$ cat config.mk
export PLATFORM = sky130hd
export DESIGN_NAME = writeback_arbiter_flat
export DESIGN_NICKNAME = d
export VERILOG_FILES = /design/src/rtl/writeback_arbiter_if.sv /design/src/rtl/writeback_arbiter.sv /design/src/flat_wrapper.sv
export SDC_FILE = /design/constraint.sdc
export NUM_CORES = 1
export LEC_CHECK = 0
export BUFFER_PORTS_ARGS = -buffer_cell sky130_fd_sc_hd__buf_2
export CORE_MARGIN = 2
export CORE_UTILIZATION = 30
export DETAILED_ROUTE_END_ITERATION = 12
export GPL_TIMING_DRIVEN = 0
export PLACE_DENSITY = 0.53
export RECOVER_POWER = 25
export SETUP_SLACK_MARGIN = 0.05
export SLEW_MARGIN = 20
export SYNTH_ARGS = -nofsm -noshare
export SYNTH_HDL_FRONTEND = slang
export SYNTH_SLANG_ARGS = --single-unit
$ cat constraint.sdc
create_clock -name clk -period 3.83 [get_ports clk]
set_clock_uncertainty 0.1 [all_clocks]
set_input_delay 0.766 -clock clk [delete_from_list [all_inputs] [get_ports clk]]
set_output_delay 0.766 -clock clk [all_outputs]
set_load 0.02 [all_outputs]
$ cat src/rtl/writeback_arbiter_if.sv
// rtl/writeback_arbiter_if.sv - writeback arbiter port A / port B / register file write bundle
interface writeback_arbiter_if #(
  parameter int REG_ADDR_WIDTH   = 5,
  parameter int REG_WIDTH_IN_BIT = 32
);
  logic                        a_valid;
  logic                        a_ready;
  logic [REG_ADDR_WIDTH-1:0]   a_addr;
  logic [REG_WIDTH_IN_BIT-1:0] a_data;

  logic                        b_valid;
  logic                        b_ready;
  logic [REG_ADDR_WIDTH-1:0]   b_addr;
  logic [REG_WIDTH_IN_BIT-1:0] b_data;
  logic [1:0]                  b_size;
  logic                        b_signed;

  logic                        write_enable;
  logic [REG_ADDR_WIDTH-1:0]   write_reg_addr;
  logic [REG_WIDTH_IN_BIT-1:0] write_data;

  modport master (
    output a_valid, a_addr, a_data,
    output b_valid, b_addr, b_data, b_size, b_signed,
    input  a_ready, b_ready,
    input  write_enable, write_reg_addr, write_data
  );

  modport slave (
    input  a_valid, a_addr, a_data,
    input  b_valid, b_addr, b_data, b_size, b_signed,
    output a_ready, b_ready,
    output write_enable, write_reg_addr, write_data
  );
endinterface

$ cat src/rtl/writeback_arbiter.sv
// rtl/writeback_arbiter.sv - serialises port A and FIFO-buffered port B results onto the register file write port
// Optional sub-word sign extension enabled by defining WB_SIGN_EXTEND_EN.
module writeback_arbiter #(
  parameter int REG_NUMBER        = 32,
  parameter int REG_ADDR_WIDTH    = $clog2(REG_NUMBER),
  parameter int REG_WIDTH_IN_BYTE = 4,
  parameter int REG_WIDTH_IN_BIT  = REG_WIDTH_IN_BYTE * 8,
  parameter int FIFO_DEPTH        = 4,
  parameter int STARVE_LIMIT      = 3
) (
  input  logic                 clk,
  input  logic                 reset,
  writeback_arbiter_if.slave   bus
);
  localparam int PTR_W = $clog2(FIFO_DEPTH);
  localparam int CNT_W = $clog2(STARVE_LIMIT + 1);

  logic [REG_ADDR_WIDTH-1:0]   fifo_addr [FIFO_DEPTH];
  logic [REG_WIDTH_IN_BIT-1:0] fifo_data [FIFO_DEPTH];
  logic [PTR_W:0]              wr_ptr;
  logic [PTR_W:0]              rd_ptr;
  logic [CNT_W-1:0]            starve_cnt;

  logic                        empty;
  logic                        full;
  logic                        force_b;
  logic                        push;
  logic                        pop;
  logic                        accept_a;
  logic                        fill_bit;
  logic [REG_WIDTH_IN_BIT-1:0] ext_data;
  logic                        win_valid;
  logic [REG_ADDR_WIDTH-1:0]   win_addr;
  logic [REG_WIDTH_IN_BIT-1:0] win_data;

  logic                        we_q;
  logic [REG_ADDR_WIDTH-1:0]   addr_q;
  logic [REG_WIDTH_IN_BIT-1:0] data_q;

  // Extra wrap bit distinguishes full from empty when the index bits match.
  assign empty = (wr_ptr == rd_ptr);
  assign full  = (wr_ptr[PTR_W] != rd_ptr[PTR_W]) &&
                 (wr_ptr[PTR_W-1:0] == rd_ptr[PTR_W-1:0]);

  assign force_b  = (starve_cnt == CNT_W'(STARVE_LIMIT)) && !empty;
  assign push     = bus.b_valid && bus.b_ready;
  assign accept_a = bus.a_valid && bus.a_ready;
  assign pop      = !empty && (force_b || !bus.a_valid);

  assign bus.a_ready = !reset && !force_b;
  assign bus.b_ready = !reset && !full;

`ifdef WB_SIGN_EXTEND_EN
  assign fill_bit = bus.b_signed && ((bus.b_size == 2'b00) ? bus.b_data[7] : bus.b_data[15]);
`else
  logic unused_b_signed;
  assign unused_b_signed = bus.b_signed;
  assign fill_bit        = 1'b0;
`endif

  always_comb begin
    ext_data = bus.b_data;
    case (bus.b_size)
      2'b00:   ext_data = {{(REG_WIDTH_IN_BIT-8){fill_bit}},  bus.b_data[7:0]};
      2'b01:   ext_data = {{(REG_WIDTH_IN_BIT-16){fill_bit}}, bus.b_data[15:0]};
      default: ext_data = bus.b_data;
    endcase
  end

  always_comb begin
    win_valid = accept_a || pop;
    win_addr  = bus.a_addr;
    win_data  = bus.a_data;
    if (pop) begin
      win_addr = fifo_addr[rd_ptr[PTR_W-1:0]];
      win_data = fifo_data[rd_ptr[PTR_W-1:0]];
    end
  end

  always_ff @(posedge clk) begin
    if (push) begin
      fifo_addr[wr_ptr[PTR_W-1:0]] <= bus.b_addr;
      fifo_data[wr_ptr[PTR_W-1:0]] <= ext_data;
    end
  end

  always_ff @(posedge clk) begin
    if (reset) begin
      wr_ptr     <= '0;
      rd_ptr     <= '0;
      starve_cnt <= '0;
    end else begin
      if (push) wr_ptr <= wr_ptr + 1'b1;
      if (pop)  rd_ptr <= rd_ptr + 1'b1;
      if (pop || empty)
        starve_cnt <= '0;
      else if (starve_cnt != CNT_W'(STARVE_LIMIT))
        starve_cnt <= starve_cnt + CNT_W'(1);
    end
  end

  // Writes to x0 are consumed but never reach the register file.
  always_ff @(posedge clk) begin
    if (reset) begin
      we_q   <= 1'b0;
      addr_q <= '0;
      data_q <= '0;
    end else begin
      we_q <= win_valid && (win_addr != '0);
      if (win_valid && (win_addr != '0)) begin
        addr_q <= win_addr;
        data_q <= win_data;
      end
    end
  end

  assign bus.write_enable   = we_q;
  assign bus.write_reg_addr = addr_q;
  assign bus.write_data     = data_q;
endmodule

$ cat src/flat_wrapper.sv
// flat-port wrapper written by rule: the top's interface ports become plain ports
module writeback_arbiter_flat 
#(
  parameter int REG_NUMBER        = 32,
  parameter int REG_ADDR_WIDTH    = $clog2(REG_NUMBER),
  parameter int REG_WIDTH_IN_BYTE = 4,
  parameter int REG_WIDTH_IN_BIT  = REG_WIDTH_IN_BYTE * 8,
  parameter int FIFO_DEPTH        = 4,
  parameter int STARVE_LIMIT      = 3
)
  (clk, reset, bus_a_valid, bus_a_addr, bus_a_data, bus_b_valid, bus_b_addr, bus_b_data, bus_b_size, bus_b_signed, bus_a_ready, bus_b_ready, bus_write_enable, bus_write_reg_addr, bus_write_data);
  writeback_arbiter_if #(.REG_ADDR_WIDTH(REG_ADDR_WIDTH), .REG_WIDTH_IN_BIT(REG_WIDTH_IN_BIT)) bus_i ();
  input  logic clk;
  input  logic reset;
  input wire logic [$bits(bus_i.a_valid)-1:0] bus_a_valid;
  input wire logic [$bits(bus_i.a_addr)-1:0] bus_a_addr;
  input wire logic [$bits(bus_i.a_data)-1:0] bus_a_data;
  input wire logic [$bits(bus_i.b_valid)-1:0] bus_b_valid;
  input wire logic [$bits(bus_i.b_addr)-1:0] bus_b_addr;
  input wire logic [$bits(bus_i.b_data)-1:0] bus_b_data;
  input wire logic [$bits(bus_i.b_size)-1:0] bus_b_size;
  input wire logic [$bits(bus_i.b_signed)-1:0] bus_b_signed;
  output wire logic [$bits(bus_i.a_ready)-1:0] bus_a_ready;
  output wire logic [$bits(bus_i.b_ready)-1:0] bus_b_ready;
  output wire logic [$bits(bus_i.write_enable)-1:0] bus_write_enable;
  output wire logic [$bits(bus_i.write_reg_addr)-1:0] bus_write_reg_addr;
  output wire logic [$bits(bus_i.write_data)-1:0] bus_write_data;
  assign bus_i.a_valid = bus_a_valid;
  assign bus_i.a_addr = bus_a_addr;
  assign bus_i.a_data = bus_a_data;
  assign bus_i.b_valid = bus_b_valid;
  assign bus_i.b_addr = bus_b_addr;
  assign bus_i.b_data = bus_b_data;
  assign bus_i.b_size = bus_b_size;
  assign bus_i.b_signed = bus_b_signed;
  assign bus_a_ready = bus_i.a_ready;
  assign bus_b_ready = bus_i.b_ready;
  assign bus_write_enable = bus_i.write_enable;
  assign bus_write_reg_addr = bus_i.write_reg_addr;
  assign bus_write_data = bus_i.write_data;
  writeback_arbiter #(.REG_NUMBER(REG_NUMBER), .REG_ADDR_WIDTH(REG_ADDR_WIDTH), .REG_WIDTH_IN_BYTE(REG_WIDTH_IN_BYTE), .REG_WIDTH_IN_BIT(REG_WIDTH_IN_BIT), .FIFO_DEPTH(FIFO_DEPTH), .STARVE_LIMIT(STARVE_LIMIT)) u_core (.clk(clk), .reset(reset), .bus(bus_i));
endmodule
=== Word level (Yosys, flattened, before mapping) ===
Memories as Yosys holds them, arrays and structs flattened. A register that Yosys moved wholly into a read port is not among the register bits.
Cells that the tools add are included.

* Register bits: 46
* Memory bits (writable): 148
* Bits of input ports: 81
* Output and inout bits: 40
* Memories kept: 2

* Add/subtract/negate cells: 3
* Equality and inequality tests: 6
* Muxes and demuxes: 9
* Reduce and logical (&&, ||, !) cells: 19

{| class="wikitable"
|+ Memories
! name !! words !! width !! rd ports !! clocked after memory_dff !! wr ports !! line !! text
|-
| u_core.fifo_data || 4 || 32 || 1 || 1 || 1 || writeback_arbiter.sv:19 || <nowiki>logic [REG_WIDTH_IN_BIT-1:0] fifo_data [FIFO_DEPTH];</nowiki>
|-
| u_core.fifo_addr || 4 || 5 || 1 || 1 || 1 || writeback_arbiter.sv:18 || <nowiki>logic [REG_ADDR_WIDTH-1:0] fifo_addr [FIFO_DEPTH];</nowiki>
|}

{| class="wikitable"
|+ Operators with widths
! kind !! number
|-
| 32-bit case mux with 2 select lines || 1
|-
| 32-bit 2-to-1 mux || 1
|-
| 1-bit logical AND || 8
|-
| 2-bit 2-to-1 mux || 4
|-
| 3-bit by 1-bit adder with 3-bit output, second input constant || 2
|-
| 1-bit logical NOT || 5
|-
| 5-bit 2-to-1 mux || 1
|-
| 5-bit nonzero test || 1
|-
| 3-bit equality test || 1
|-
| 1-bit logical OR || 3
|-
| 2-bit by 1-bit adder with 2-bit output, second input constant || 1
|-
| 2-bit by 1-bit equality test with 1-bit output, second input constant || 1
|-
| 2-bit equality test || 1
|-
| 2-bit equality test, second input constant || 1
|-
| 2-bit logical NOT || 1
|-
| 1-bit 2-to-1 mux || 2
|-
| 2-bit inequality test, second input constant || 1
|-
| 2-bit OR reduction || 1
|-
| 1-bit inequality test || 1
|}

=== Logic depth before layout (Yosys ltp) ===
Gate-level depths: netlist (run 1).

* Word-level depth: 8
* Gate-level depth with buffers: 8

=== Least setup slack after synthesis (run 1) ===
No wires, ideal clock.

* Path type: input -> register
* From: in bus_b_valid
* To: mem u_core.fifo_addr[3][0] (enable)
* Arrival time: 2.196 ns
* Required time: 3.331 ns
* Path slack: 1.135 ns
* Cell stages on the path: 3
* Cells stage by stage: inv_1 a311oi_2 and2_1

* Cells in the longest elaborated chain, start to end: 3

{| class="wikitable"
|+ RTL lines
! item !! line !! text
|-
| start: declaration || flat_wrapper.sv:18 || <nowiki>input wire logic [$bits(bus_i.b_valid)-1:0] bus_b_valid;</nowiki>
|-
| 1-bit logical AND || writeback_arbiter.sv:46 || <nowiki>assign push = bus.b_valid && bus.b_ready;</nowiki>
|-
| 1-bit 2-to-1 mux || writeback_arbiter.sv:81 || <nowiki>if (push) begin</nowiki>
|-
| 1-bit 2-to-1 mux (implied by the code) || writeback_arbiter.sv:82 || <nowiki>fifo_addr[wr_ptr[PTR_W-1:0]] <= bus.b_addr;</nowiki>
|-
| end: declaration || writeback_arbiter.sv:18 ||
|}

No other way between the ends.

=== Final worst setup path (run 1) ===
* From: in reset
* To: out bus_b_ready

* Cells in the longest elaborated chain, start to end: 2

{| class="wikitable"
|+ RTL lines
! item !! line !! text
|-
| start: declaration || flat_wrapper.sv:14 || <nowiki>input logic reset;</nowiki>
|-
| 1-bit logical NOT || writeback_arbiter.sv:51 || <nowiki>assign bus.b_ready = !reset && !full;</nowiki>
|-
| 1-bit logical AND || writeback_arbiter.sv:51 ||
|-
| end: declaration || flat_wrapper.sv:24 || <nowiki>output wire logic [$bits(bus_i.b_ready)-1:0] bus_b_ready;</nowiki>
|}

No other way between the ends.

==> results.toml, run 1 <==
[global_routing]
grt_pass1_wl_um = 29500
total_grt_overflow = 0
first_global_vias = 5091
grt_busiest_layer = "met2"
grtUsageMet2_pct = 24.5
global_route.usage.met1_pct = 17.6
number_of_antenna_violations_at_the_first_check_in_global_routing = 0
groute.layer.met3.usage_pct = 3.27
pin_count_of_the_biggest_net_entering_global_routing = 25
global_route.usage.total_pct = 14.0

[clocking]
cts-buffers-inserted = 17
number_of_gates_resized_after_cts = 0
worstSkewPairLatency_ps = 430
htree_num_levels = 4
clock-root-buffer = "clkbuf_16"
worst_setup_hold_path_clk_slew_ps = 70
cts.path.max_buffers = 2
hold_buffers = 0
postCtsSetupBuffers = 0
clock_sinks = 196
cts_tree = "built"

[final_layout]
design.final.nets = 732
final_instance_count_excl_fillers = 998
area_growth_syn_to_layout_pct = 20.6
drive_above_1_share_pct = 34.7
antenna_cells_inserted = 0
nFillCells = 2528

[synth]
synthesis.nets = 590
syn-cell-area_sq_um = 8060
synth_sequential_area_ratio_pct = 67.0
average_cell_area_after_synthesis_sq_um = 16.0
synth_cell_types = 40
syn_inst = 503
synth_seq_cells = 196
ys.warnings.count = 0

[power]
worst_vdd_ir_mv = 0.302
leakage_dissipation_nw = 3.44
power.density_cell_area_nw_per_um2 = 549

[timing]
finalWorstSetupSlack_ps = 893
finalCriticalPeriod_ps = 2940
timing.hold.ws_ps = 359
grt_setup_unrepaired = "false"
timing_max_transition_violations_final = 0
fmax_mhz = 340
min_period_over_period_pct = 76.7
totalNegativeSetupSlack_ps = 0
timing.final.hold_violations = 0
setup_violations = 0
max_slew_margin_pct = 33.3
actual_transition_at_the_worst_max_transition_pin_ps = 996

[placed_design]
gp_weighted_congestion = 0.709
detailedPlace.worstSlack_ps = 585
placedCellCount = 967
post-dp-hpwl_um = 13300
io_buffer_count = 119

[drt]
drcViolationCount = 0
viasPerCell = 4.73
via_count = 4718
drtPass1Iterations = 4
violation_count_after_the_first_detailed_route_iteration = 275
detail_route.wl_per_cell_um = 19.2
postRouteWirelength_um = 19100
drt.antenna.violating_nets = 0

[worst_setup_path]
worstPathArrival_ps = 2070
critPathMaxFanout = 10
end_kind = "output port"
critical_path.startpoint_type = "input port"
cp.required_ps = 2960
crit_path_category = "in2out"

[floorplanning]
floorplan.initialDensity_pct = 30.3
boundaryPins = 121
die_area_sq_um = 28200
placementRows = 60
coreArea_sq_um = 26700
die_w_um = 168
dieHeight_um = 168

[run_status]
status = "finished, final reports clean"

[job]
drv.max_cap_violation_count = 0

[min_path]
timing.hold.worst.class = "reg2reg"
## cell families (layout without fill, tap and decap cells)
family	count (synthesis)	count (layout)	share of synthesized area, %
compound gates	86	86	10.1
mux	45	45	11.4
simple gates	122	122	7.26
xor+xnor	9	9	0.978
buf+inv	39	193	2.37
flops	196	196	67.0
fa+ha+maj	6	6	0.931
## metal layers
metal | share of wire, % | wire (um)
met1 | 44 | 8470
met2 | 51 | 9710
met3 | 4.0 | 766
met4 | 0.90 | 173
met5 | 0 | 0
## cell usage after synthesis, drive strengths merged
cell | instances | area share (%)
a211oi | 4 | 0.37
a21oi | 35 | 2.2
a311oi | 33 | 6.0
a31oi | 1 | 0.078
a41o | 4 | 0.50
and2 | 21 | 1.7
and3 | 1 | 0.078
and3b | 1 | 0.11
buf | 13 | 1.2
clkbuf | 20 | 0.93
dfxtp | 48 | 12
edfxtp | 148 | 55
ha | 6 | 0.93
inv | 6 | 0.28
mux2 | 2 | 0.28
mux2i | 6 | 0.74
mux4 | 37 | 10
nand2 | 70 | 3.3
nand3b | 1 | 0.093
nand4b | 1 | 0.29
nor2 | 15 | 0.82
nor2b | 9 | 0.70
nor3 | 1 | 0.062
nor4 | 1 | 0.078
nor4b | 1 | 0.11
o21a | 1 | 0.093
o21ai | 1 | 0.062
o21bai | 4 | 0.37
o31ai | 1 | 0.093
o32a | 1 | 0.12
o32ai | 1 | 0.20
xnor2 | 5 | 0.54
xor2 | 4 | 0.43
## final timing paths
kind | cells after the start | slack [ps] | start | endpoint
worst min register to register | 1 | 360 | u_core.starve_cnt[0] | u_core.starve_cnt[0]
worst max-delay path | 5 | 890 | reset | bus_b_ready
worst min-delay path | 1 | 360 | u_core.starve_cnt[0] | u_core.starve_cnt[0]
worst max register to register | 8 | 1190 | register | u_core.bus.write_data[8]
## area by class of cell
cell class              count  area [sq um]  share of cell area, %
clock buffers              20           457                   4.70
multi-input cells         268          2470                   25.4
clock inverters            11           116                   1.20
flip-flops and latches    196          5410                   55.6
well taps                 341           427                   4.39
plain buffers              33           169                   1.74
inverters                   6          22.5                  0.232
repair buffers            123           658                   6.77
## sequential cells by signal, summed over array words and instances (netlist names), named ones only
register                   count
u_core.bus.write_reg_addr      5
u_core.bus.write_enable        1
u_core.wr_ptr                  3
u_core.starve_cnt              2
u_core.rd_ptr                  3
u_core.bus.write_data         32
u_core.fifo_addr              20
u_core.fifo_data             128
## through the flow
stage,total power [mW],util [%],cell area [sq um]
floorplan,3.31,-,8060
global placement,3.63,34.1,9080
detailed placement,3.67,34.4,9170
CTS,5.40,36.6,9740
global route,5.57,36.5,9730
finish,5.34,36.5,9730
## cell usage in the layout (no fill, tap or decap), types with 2 or more instances in the layout
master / instances
edfxtp_1: 148
buf_2: 111
nand2_1: 70
dfxtp_1: 48
mux4_2: 37
clkbuf_1: 35
a21oi_1: 35
a311oi_2: 31
clkbuf_16: 17
nor2_1: 13
and2_0: 11
nor2b_1: 9
inv_1: 6
mux2i_1: 6
ha_1: 6
and2_1: 5
xnor2_1: 5
buf_6: 5
inv_6: 5
xor2_1: 4
and2_2: 4
o21bai_1: 4
a211oi_1: 4
a41o_1: 4
buf_12: 4
clkinvlp_4: 3
buf_1: 2
a311oi_1: 2
clkbuf_8: 2
## critical path, stage by stage
cell      delay (ps)
buf_2            100
clkbuf_1         460
buf_1            440
a31oi_1          120
buf_2            190
## power breakdown
group / leakage, nW / switching, mW / internal [mW] / total, mW
registers: 1.75 / 0.0699 / 2.42 / 2.49
logic: 1.41 / 0.646 / 0.453 / 1.10
clock network: 0.272 / 0.802 / 0.945 / 1.75
(Power assumes the default switching activity.)
==> run 2: changes to the inputs <==
PLACE_DENSITY = 0.55   (was 0.53)
clock period = 2.7 ns   (was 3.83 ns; I/O delays follow)
==> run 2 against run 1 <==
Total power rose by 41%; highest routed layer unchanged; sequential share of layout area rose by 0.086 points; critical endpoint is now u_core.bus.write_data[2]; global-route usage decreased by 0.37 points; via count is 0.25% higher.
==> results.toml, run 2 (synthesized netlist as in run 1, its figures left out) <==
[timing]
timing_max_transition_violations_final = 0
timing.final.hold_violations = 0
setup_violations = 0
finalCriticalPeriod_ps = 2530
finalWorstSetupSlack_ps = 173
grt_setup_unrepaired = "true"
min_period_over_period_pct = 93.6
actual_transition_at_the_worst_max_transition_pin_ps = 950
fmax_mhz = 396
max_slew_margin_pct = 36.4

[min_path]
timing.hold.worst.class = "in2reg"
hold_path_end = "u_core.fifo_data[3][4]"
whs_path_depth = 1
startpoint_of_the_tightest_hold_check_path = "bus_b_data[4]"

[worst_setup_path]
critical_path.startpoint = "u_core.wr_ptr[0]"
cp.required_ps = 2940
reg2reg_from = "u_core.wr_ptr[0]"
rr_worst_depth = 6
critical_path.startpoint_type = "register"
worst-r2r-setup-slack_ps = 170
end_kind = "register"
critPathMaxFanout = 10
critical_register_to_register_path_endpoint = "u_core.bus.write_data[2]"
worstPathArrival_ps = 2760
crit_path_category = "reg2reg"

[clocking]
clock_sinks = 196
worstSkewPairLatency_ps = 430
hold_buffers = 0
clock-root-buffer = "clkbuf_16"
htree_num_levels = 4
worst_setup_hold_path_clk_slew_ps = 70
cts.path.max_buffers = 2
cts_tree = "built"
cts-buffers-inserted = 17

[floorplanning]
boundaryPins = 121
die_area_sq_um = 28200
die_w_um = 168
coreArea_sq_um = 26700
dieHeight_um = 168
placementRows = 60
floorplan.initialDensity_pct = 30.3

[final_layout]
final_instance_count_excl_fillers = 998
area_growth_syn_to_layout_pct = 20.4
layout_commonest_cell = "edfxtp_1"
commonest_non_fill_non_tap_cells_in_the_layout = "148 x edfxtp_1, 111 x buf_2, 70 x nand2_1"
largest_register_ffs = 128
design.final.nets = 731
antenna_cells_inserted = 0
drive_above_1_share_pct = 35.2

[global_routing]
grt_pass1_wl_um = 28700
first_global_vias = 5039
total_grt_overflow = 0
global_route.usage.total_pct = 13.7
pin_count_of_the_biggest_net_entering_global_routing = 25
number_of_antenna_violations_at_the_first_check_in_global_routing = 0

[placed_design]
io_buffer_count = 119
post-dp-hpwl_um = 13300
detailedPlace.worstSlack_ps = -272
gp_weighted_congestion = 0.752
placedCellCount = 967

[drt]
violation_count_after_the_first_detailed_route_iteration = 302
drt.antenna.violating_nets = 0
drcViolationCount = 0
postRouteWirelength_um = 18900
viasPerCell = 4.74
drtPass1Iterations = 4
detail_route.wl_per_cell_um = 18.9
via_count = 4730

[job]
drv.max_cap_violation_count = 0

[power]
worst_vdd_ir_mv = 0.388
leakage_dissipation_nw = 3.45
power.density_cell_area_nw_per_um2 = 773

[run_status]
status = "finished, final reports clean"
-- run 2: changes by cell type in the layout (fill, tap and decap cells not counted) --
| cell | change |
|---|---|
| inv_8 | +1 |
| clkbuf_1 | -4 |
| inv_6 | -2 |
| clkinvlp_4 | -3 |
| clkinv_4 | +2 |
| clkinv_1 | +1 |
| clkinv_2 | +4 |
| clkbuf_8 | -2 |
| clkbuf_2 | +3 |
-- run 2: how the worst max path moves through the flow --
stage / endpoint / slack (ps) / cells past startpoint
3_3_place_gp: u_core.fifo_data[3][24] / -670 / 4
5_1_grt: u_core.bus.write_data[25] / 40 / 6
3_5_place_dp: u_core.bus.write_data[22] / -270 / 7
6_report: u_core.bus.write_data[2] / 170 / 6
4_1_cts: u_core.bus.write_data[5] / 150 / 6
2_1_floorplan: u_core.fifo_addr[3][0] / 230 / 3
-- run 2: critical path, stage by stage (launching register included) --
cell      delay, ps
dfxtp_1         500
xor2_1          300
o32ai_2         180
o21ai_1         450
clkbuf_1        490
a21oi_1         160
a311oi_2        250
-- run 2: layout make-up --
class	count	area, sq um
multi-input cells	268	2470
plain buffers	32	169
well taps	341	427
clock inverters	14	129
flip-flops and latches	196	5410
fillers	2532	16900
inverters	6	22.5
clock buffers	18	429
repair buffers	123	658
-- run 2: what timing repair did --
| item | in CTS | in global routing |
|---|---|---|
| setup endpoints to repair | 30 | 7 |
| hold endpoints to repair | 0 | 0 |
| pin swaps | 0 | 0 |
| buffers inserted | 0 | 0 |
| gates resized for setup | 0 | 6 |
| cloned | 0 | 0 |
-- run 2: stage by stage --
| stage | power (mW) | TNS (ps) | instance area, sq um | hold WS [ps] | utilization [%] |
|---|---|---|---|---|---|
| floorplan | 4.70 | 0 | 8060 | 308 | - |
| global placement | 5.15 | -102340 | 9080 | 317 | 34.1 |
| detailed placement | 5.20 | -5500 | 9170 | 354 | 34.4 |
| CTS | 7.60 | 0 | 9720 | 204 | 36.5 |
| global route | 7.86 | 0 | 9710 | 276 | 36.4 |
| finish | 7.51 | 0 | 9710 | 273 | 36.4 |
-- run 2: power by group --
group	internal (mW)	switching (mW)	total, mW
clock	1.29	1.13	2.42
combinational	0.645	0.914	1.56
sequential	3.43	0.0985	3.53
total	5.37	2.14	7.51
-- run 2: layer usage --
layer	share of wire, %	up-vias	global-route usage (%)
met1	45	2391	16.9
li1	-	2230	-
met4	1.1	0	3.67
met5	0	-	0
met3	3.6	17	3.71
met2	51	92	23.6
==> run 3: changes to the inputs <==
BUFFER_PORTS_ARGS = -buffer_cell sky130_fd_sc_hd__buf_4   (was -buffer_cell sky130_fd_sc_hd__buf_2)
CAP_MARGIN = 20   (was default)
==> run 3 against run 2 <==
First-iteration DRC count up 4.6%; die area unchanged; highest routed layer unchanged; largest cell class unchanged; total power up 3.8%; critical endpoint is now bus_a_ready; register-to-register slack improved by 40 ps; largest power group unchanged; core utilization up 1.2 points; critical path type is now reg2out.
==> results.toml, run 3 (synthesized netlist as in run 1, its figures left out) <==
[run_status]
status = "finished, final reports clean"

[min_path]
timing.hold.worst.class = "in2reg"
whs_path_depth = 1
hold_path_end = "u_core.fifo_data[2][4]"
startpoint_of_the_tightest_hold_check_path = "bus_b_data[4]"

[timing]
min_period_over_period_pct = 92.0
actual_transition_at_the_worst_max_transition_pin_ps = 925
setup_violations = 0
timing.final.hold_violations = 0
fmax_mhz = 403
finalCriticalPeriod_ps = 2480
grt_setup_unrepaired = "false"
timing_max_transition_violations_final = 0
finalWorstSetupSlack_ps = 216
max_slew_margin_pct = 38.1

[drt]
drt.antenna.violating_nets = 0
postRouteWirelength_um = 19100
viasPerCell = 4.75
via_count = 4743
drtPass1Iterations = 4
detail_route.wl_per_cell_um = 19.1
violation_count_after_the_first_detailed_route_iteration = 316
drcViolationCount = 0

[final_layout]
largest_register_ffs = 128
layout_commonest_cell = "edfxtp_1"
final_instance_count_excl_fillers = 998
drive_above_1_share_pct = 35.8
area_growth_syn_to_layout_pct = 24.5
antenna_cells_inserted = 0
post-route-cell-area_sq_um = 10000
commonest_non_fill_non_tap_cells_in_the_layout = "148 x edfxtp_1, 105 x buf_4, 70 x nand2_1"
design.final.nets = 731

[placed_design]
gp_weighted_congestion = 0.724
post-dp-hpwl_um = 13300
detailedPlace.worstSlack_ps = -258
placedCellCount = 967
dpl_cell_area_sq_um = 9470
io_buffer_count = 119

[power]
netSwitchingPower_mw = 2.21
leakage_dissipation_nw = 3.54
comb_power_share_pct = 21.1
post-layout-total-power_mw = 7.79
worst_vdd_ir_mv = 0.335
seq_power_share_pct = 45.5
intPower_mw = 5.58
power.density_cell_area_nw_per_um2 = 776
netSwitchingFraction_pct = 28.4
power_frac_clock_pct = 33.4

[worst_setup_path]
worstPathArrival_ps = 1840
critical_path.startpoint_type = "register"
end_kind = "output port"
critical_register_to_register_path_endpoint = "u_core.fifo_data[2][28]"
crit_path_category = "reg2out"
worst-r2r-setup-slack_ps = 220
rr_worst_depth = 4
critPathMaxFanout = 6
cp.required_ps = 2060
reg2reg_from = "u_core.wr_ptr[0]"

[clocking]
cts_tree = "built"
worstSkewPairLatency_ps = 430
postCtsSetupBuffers = 0
clock-root-buffer = "clkbuf_16"
clock_sinks = 196
htree_num_levels = 4
cts-buffers-inserted = 17
worst_setup_hold_path_clk_slew_ps = 80
cts.path.max_buffers = 2

[floorplanning]
die_area_sq_um = 28200
dieHeight_um = 168
placementRows = 60
die_w_um = 168
floorplan.initialDensity_pct = 30.3
coreArea_sq_um = 26700
boundaryPins = 121

[global_routing]
total_grt_overflow = 0
first_global_vias = 5041
global_route.usage.total_pct = 13.8
number_of_antenna_violations_at_the_first_check_in_global_routing = 0
grt_pass1_wl_um = 28800
pin_count_of_the_biggest_net_entering_global_routing = 21

[job]
drv.max_cap_violation_count = 0
## run 3: final cells by class
| type | count | area [sq um] |
|---|---|---|
| Buffer | 32 | 170 |
| Clock buffer | 17 | 425 |
| Clock inverter | 15 | 191 |
| Fill cell | 2505 | 16600 |
| Inverter | 6 | 22.5 |
| Multi-Input combinational cell | 268 | 2470 |
| Sequential cell | 196 | 5410 |
| Tap cell | 341 | 427 |
| Timing Repair Buffer | 123 | 921 |
## run 3: power by group through the flow
stage	combinational [mW]	sequential [mW]	clock, mW
floorplan	0.979	3.72	0
global placement	1.65	3.60	0
detailed placement	1.69	3.61	0
CTS	1.69	3.54	2.65
global route	1.80	3.56	2.78
finish	1.65	3.54	2.60
## run 3: how the worst max path moves through the flow
| stage | slack [ps] | cells past startpoint | from | endpoint |
|---|---|---|---|---|
| finish | 220 | 5 | u_core.wr_ptr[0] | bus_a_ready |
| global route | 60 | 7 | u_core.wr_ptr[1] | u_core.bus.write_data[15] |
| CTS | 130 | 6 | u_core.wr_ptr[0] | u_core.bus.write_data[15] |
| detailed placement | -260 | 7 | reset | u_core.bus.write_data[15] |
| global placement | -670 | 4 | bus_b_valid | u_core.fifo_data[3][24] |
| floorplan | 230 | 3 | bus_b_valid | u_core.fifo_addr[3][0] |
## run 3: through the flow
stage / setup TNS (ps) / hold slack [ps] / util (%)
4_1_cts: 0 / 189 / 37.8
5_1_grt: 0 / 257 / 37.7
3_5_place_dp: -6100 / 337 / 35.5
6_report: 0 / 274 / 37.7
2_1_floorplan: 0 / 308 / -
3_3_place_gp: -99290 / 317 / 35.2
## run 3: worst max-delay path, stage by stage (launching register included)
cell and delay (ps):
dfxtp_1 480, xor2_1 160, nor3_1 350, inv_1 80, a21oi_1 190, buf_4 170
## run 3: what timing repair did
action / in CTS / in global routing
setup endpoints to repair: 30 / 23
pin swaps: 0 / 0
gates resized for setup: 0 / 8
hold buffers: 0 / 0
## run 3: layer usage
metal | routed length [um] | vias to the layer above | part of all wire [%] | GRT usage, %
met5 | 0 | - | 0 | 0
met4 | 175 | 0 | 0.92 | 3.25
met3 | 887 | 14 | 4.6 | 3.71
met2 | 9770 | 106 | 51 | 23.9
met1 | 8270 | 2389 | 43 | 17.2
li1 | - | 2234 | - | -
